===== config.mk =====
export PLATFORM = sky130hd
export DESIGN_NAME = iob_wishbone2iob
export DESIGN_NICKNAME = d
export VERILOG_FILES = /design/src/rtl/iob_wishbone2iob.sv
export SDC_FILE = /design/constraint.sdc
export NUM_CORES = 1
export LEC_CHECK = 0
export ABC_AREA = 1
export BUFFER_PORTS_ARGS = -buffer_cell sky130_fd_sc_hd__buf_2
export CORE_MARGIN = 2
export CORE_UTILIZATION = 44
export CTS_BUF_LIST = sky130_fd_sc_hd__clkbuf_8
export DETAILED_ROUTE_END_ITERATION = 16
export GPL_ROUTABILITY_DRIVEN = 0
export PLACE_DENSITY = 0.79
export SLEW_MARGIN = 5
export SYNTH_ARGS = -nofsm -noshare
export SYNTH_HDL_FRONTEND = slang
export SYNTH_SLANG_ARGS = --single-unit

===== constraint.sdc =====
create_clock -name clk_i -period 1.25 [get_ports clk_i]
set_input_delay 0.125 -clock clk_i [delete_from_list [all_inputs] [get_ports clk_i]]
set_output_delay 0.125 -clock clk_i [all_outputs]
set_load 0.05 [all_outputs]

===== src/rtl/iob_wishbone2iob.sv =====
// rtl/iob_wishbone2iob.sv - Wishbone slave to IOb master bridge with wait timeout
module iob_wishbone2iob #(
  parameter int ADDR_W  = 32,
  parameter int DATA_W  = 32,
  parameter int TIMEOUT = 255
) (
  input  logic                clk_i,
  input  logic                arst_n_i,
  input  logic                wb_rst_i,
  // Wishbone slave side
  input  logic [ADDR_W-1:0]   wb_addr_i,
  input  logic [DATA_W/8-1:0] wb_select_i,
  input  logic                wb_we_i,
  input  logic                wb_cyc_i,
  input  logic                wb_stb_i,
  input  logic [DATA_W-1:0]   wb_data_i,
  output logic                wb_ack_o,
  output logic                wb_error_o,
  output logic [DATA_W-1:0]   wb_data_o,
  // IOb master side
  output logic                valid_o,
  output logic [ADDR_W-1:0]   address_o,
  output logic [DATA_W-1:0]   wdata_o,
  output logic [DATA_W/8-1:0] wstrb_o,
  input  logic [DATA_W-1:0]   rdata_i,
  input  logic                ready_i
);

  localparam int STRB_W = DATA_W / 8;
  // The counter only needs to reach TIMEOUT-1: the cycle that would make it
  // TIMEOUT is the one that decides the error.
  localparam int CNT_W = (TIMEOUT > 1) ? $clog2(TIMEOUT) : 1;
  localparam logic [CNT_W-1:0] CNT_LAST = CNT_W'((TIMEOUT > 0) ? TIMEOUT - 1 : 0);

  typedef enum logic [2:0] {
    S_IDLE,
    S_REQ,
    S_WAIT,
    S_ACK,
    S_ERR
  } state_t;

  state_t             state_q, state_d;
  logic [CNT_W-1:0]   cnt_q, cnt_d;
  logic [ADDR_W-1:0]  addr_q;
  logic [DATA_W-1:0]  wdata_q;
  logic [STRB_W-1:0]  wstrb_q;
  logic [DATA_W-1:0]  rdata_q;
  logic               start;
  logic               accept;

  assign start  = (state_q == S_IDLE) && wb_cyc_i && wb_stb_i;
  assign accept = (state_q == S_WAIT) && ready_i;

  // State and wait counter registers
  always_ff @(posedge clk_i or negedge arst_n_i) begin
    if (!arst_n_i) begin
      state_q <= S_IDLE;
      cnt_q   <= '0;
    end else if (wb_rst_i) begin
      state_q <= S_IDLE;
      cnt_q   <= '0;
    end else begin
      state_q <= state_d;
      cnt_q   <= cnt_d;
    end
  end

  // Next-state logic: one IOb request at a time, ready beats the timeout
  always_comb begin
    state_d = state_q;
    cnt_d   = cnt_q;
    case (state_q)
      S_IDLE: begin
        if (start) state_d = S_REQ;
      end
      S_REQ: begin
        state_d = S_WAIT;
        cnt_d   = '0;
      end
      S_WAIT: begin
        if (ready_i) begin
          // A master that dropped cyc no longer wants the response
          state_d = wb_cyc_i ? S_ACK : S_IDLE;
        end else if ((TIMEOUT > 0) && (cnt_q == CNT_LAST)) begin
          state_d = S_ERR;
        end else begin
          cnt_d = cnt_q + CNT_W'(1);
        end
      end
      S_ACK:   state_d = S_IDLE;
      S_ERR:   state_d = S_IDLE;
      default: state_d = S_IDLE;
    endcase
  end

  // Request capture in IDLE and response capture on an accepted ready
  always_ff @(posedge clk_i or negedge arst_n_i) begin
    if (!arst_n_i) begin
      addr_q  <= '0;
      wdata_q <= '0;
      wstrb_q <= '0;
      rdata_q <= '0;
    end else if (wb_rst_i) begin
      addr_q  <= '0;
      wdata_q <= '0;
      wstrb_q <= '0;
      rdata_q <= '0;
    end else begin
      if (start) begin
        addr_q  <= wb_addr_i;
        wdata_q <= wb_data_i;
        wstrb_q <= wb_we_i ? wb_select_i : '0;
      end
      if (accept) rdata_q <= rdata_i;
    end
  end

  assign valid_o    = (state_q == S_REQ);
  assign address_o  = addr_q;
  assign wdata_o    = wdata_q;
  assign wstrb_o    = wstrb_q;
  assign wb_data_o  = rdata_q;
  assign wb_ack_o   = (state_q == S_ACK) && wb_cyc_i;
  assign wb_error_o = (state_q == S_ERR) && wb_cyc_i;

endmodule


==> results.yml <==
place:
  dpl.hpwl_um: 8430
  place_ws_ns: -0.160
  port_buffers: 209
yosys:
  ys.flop_type: "dfrtp_1"
  yosysSeqAreaShare_pct: 60.5
  synthTopCellsByArea: "dfrtp_1 (61%), nand2_1 (25%), nand3_1 (5.2%)"
  yosysTopAreaCellShare_pct: 60.5
  syn_area_um2: 4590
  synthArstFlopShare_pct: 100
  synth_seq_cells: 111
  synth_warnings: 0
  syn_area_per_cell_um2: 8.59
  synth_area_leader_cell: "dfrtp_1"
  synth_cells: 534
  synth.net_count: 643
  netlist-cell-type-count: 24
  synth-edff-count: 0
pwr:
  p_switching_mw: 2.93
  leakagePower_nw: 4.62
  p_clk_share_pct: 24.3
  p_int_mw: 5.61
  power_frac_seq_pct: 45.9
  pwr-share-comb_pct: 29.8
  switching_share_pct: 34.3
  p_per_area_nw_per_um2: 1070
  ir_drop_mv: 0.586
cells_and_area:
  syn_to_final_growth_pct: 74.0
  layout_common_cells: "nand2_1 (222), buf_2 (204), dfrtp_1 (111)"
  fillers: 572
  fin_nets: 992
  final_common_cell: "nand2_1"
  drive_above_1_share_pct: 43.5
  final_core_util_pct: 78.1
die:
  die-area_um2: 11300
  start_util_pct: 44.9
  pin_count: 210
  core_area_um2: 10200
  die_x_um: 106
  rows: 37
  die_height_um: 106
global_routing:
  grt_pass1_vias: 5323
  overflow: 0
  grtUsageMet1_pct: 31.2
  antenna_found_initial: 1
  grt-busiest-layer: "met2"
  grt_start_max_net_pins: 67
  grt_pass1_wl_um: 25600
  grt.total_usage_pct: 29.1
  use_met2_pct: 51.8
  met3_usage_pct: 7.60
clock_tree:
  cts_tree: "yes"
  cts.clk_slew.worst_paths_ns: 0.10
  cts.path.max_buffers: 2
  cts_buffers: 9
  cts_sinks: 111
  htreeDepth: 3
  cts-root-buf: "clkbuf_8"
  clock_latency_ns: 0.37
drt:
  drtAntennaViolNets: 0
  drc_errors: 0
  wirelength_um: 18300
  dr_total_vias: 5344
  routed_via_density: 5.22
  dr.pass1.iters: 5
  first_iter_violations: 469
  wl_per_cell_um: 17.9
setup_path:
  cpMaxStageDelayCell: "dfrtp_1"
  crit_buf_inv: 5
  crit_path_end_kind: "register"
  worstPathCellList: "inv_2 > nand2_2 > buf_6 > nor2_4 > buf_6 > a31oi_4 > buf_12 > buf_12 > nand2_2 > nand2_2"
  startpoint_type: "register"
  reg2reg_slack_ns: -0.34
  crit_top_cell: "nand2_2"
  path_class: "reg -> reg"
  cpPeakStageDelay_ns: 0.41
  critPathArrivalTime_ns: 1.86
  worstPathMaxFanout: 8
  cp.required_ns: 1.52
  crit_family: "buffers and inverters"
timing:
  rsz0062_at_grt: "true"
  timing.fmax_mhz: 631
  finalSetupViolations: 114
  timing.final.crit_share_pct: 127
  period_minus_slack_ns: 1.59
  finalHoldViolCount: 0
  finalMaxSlewViolations: 0
  tns_ns: -28.87
  tightestPinTransition_ns: 0.550
  slew_headroom_pct: 63.3
  fin_skew_ns: 0.00506
  setup_ws_ns: -0.336
min_path:
  worst_hold_path_type: "in -> reg"
flow_run:
  drv_cap: 0
outcome:
  violations: "setup timing"
  status: "finished with violations"
metrics by stage:
step                      cell area (um2)  instances  hold slack, ns  power, mW
after detailed placement             5970        883           0.161       5.71
after global routing                 7990       1024          0.0514       8.85
after CTS                            7600       1018        0.000745       8.24
final                                7990       1024          0.0620       8.54
after floorplan                      4630        534          -0.171       5.07
after global placement               5970        883           0.155       5.68
tightest hold or removal path: cells and delay by family:
kind	cells	cell delay, ns
AND/OR/NAND/NOR	2	0.13
buffers and inverters	1	0.14
final cells by class:
| type | instances | area, um2 | share of cell area, % |
|---|---|---|---|
| Antenna cell | 1 | 2.50 | 0.0313 |
| Clock buffer | 12 | 165 | 2.07 |
| Clock inverter | 3 | 17.5 | 0.219 |
| Inverter | 15 | 63.8 | 0.799 |
| Multi-Input combinational cell | 385 | 2010 | 25.2 |
| Sequential cell | 111 | 2780 | 34.8 |
| Tap cell | 136 | 170 | 2.13 |
| Timing Repair Buffer | 361 | 2780 | 34.7 |
path summary, 6_finish.rpt:
kind / start / to / cells after the start
max: state_q[0] / wdata_o[2] / 10
min: wb_we_i / wstrb_o[3] / 3
max reg2reg: state_q[0] / wdata_o[2] / 10
min reg2reg: wdata_o[0] / wdata_o[0] / 2
max in group asynchronous: arst_n_i / wdata_o[20] / 3
min in group asynchronous: arst_n_i / wstrb_o[1] / 3
cells by family (layout without fill, tap and decap cells):
| logic type | count (synthesis) | after routing | synth area share [%] |
|---|---|---|---|
| AO/OA/AOI/OAI | 5 | 5 | 0.954 |
| XOR/XNOR | 2 | 2 | 0.382 |
| adder cells (fa/ha/maj) | 2 | 2 | 0.545 |
| buffers and inverters | 38 | 391 | 4.17 |
| flip-flops | 111 | 111 | 60.5 |
| other | 0 | 1 | 0 |
| AND/OR/NAND/NOR | 376 | 376 | 33.4 |
Yosys cell counts (3+ instances only):
| master | count |
|---|---|
| nand2_1 | 303 |
| nand3_1 | 48 |
| nor2_1 | 11 |
| inv_1 | 10 |
| clkbuf_1 | 5 |
| buf_4 | 4 |
| inv_2 | 5 |
| nand3_2 | 4 |
| dfrtp_1 | 111 |
| nor2_4 | 3 |
| o21ai_0 | 3 |
| buf_2 | 9 |
| buf_6 | 3 |
metal layers:
metal	vias to the layer above	part of all wire (%)
met5	-	0
met4	0	5.5
met3	91	7.6
met2	348	52
met1	2553	35
li1	2352	-
flip-flops by register name (all words and copies together), names as in the netlist:
name and flops:
wdata_o 32, wstrb_o 4, state_q 3, wb_data_o 32, address_o 32, cnt_q 8
repair_timing:
| item | in CTS | in global routing |
|---|---|---|
| hold buffers | 100 | 1 |
| cloned | 7 | 4 |
| endpoints found under the hold margin | 210 | 1 |
| endpoints found under the setup margin | 114 | 114 |
| pin swaps | 8 | 29 |
| buffers inserted | 13 | 6 |
| gates resized for setup | 48 | 105 |
power by group through the flow:
stage,clock [mW],sequential (mW),combinational [mW]
after CTS,2.07,3.89,2.28
after floorplan,0,4.60,0.469
after global routing,2.26,3.94,2.66
final,2.08,3.92,2.54
after global placement,0,3.94,1.73
after detailed placement,0,3.95,1.76
Note: power is estimated with default switching activity, not from simulation.
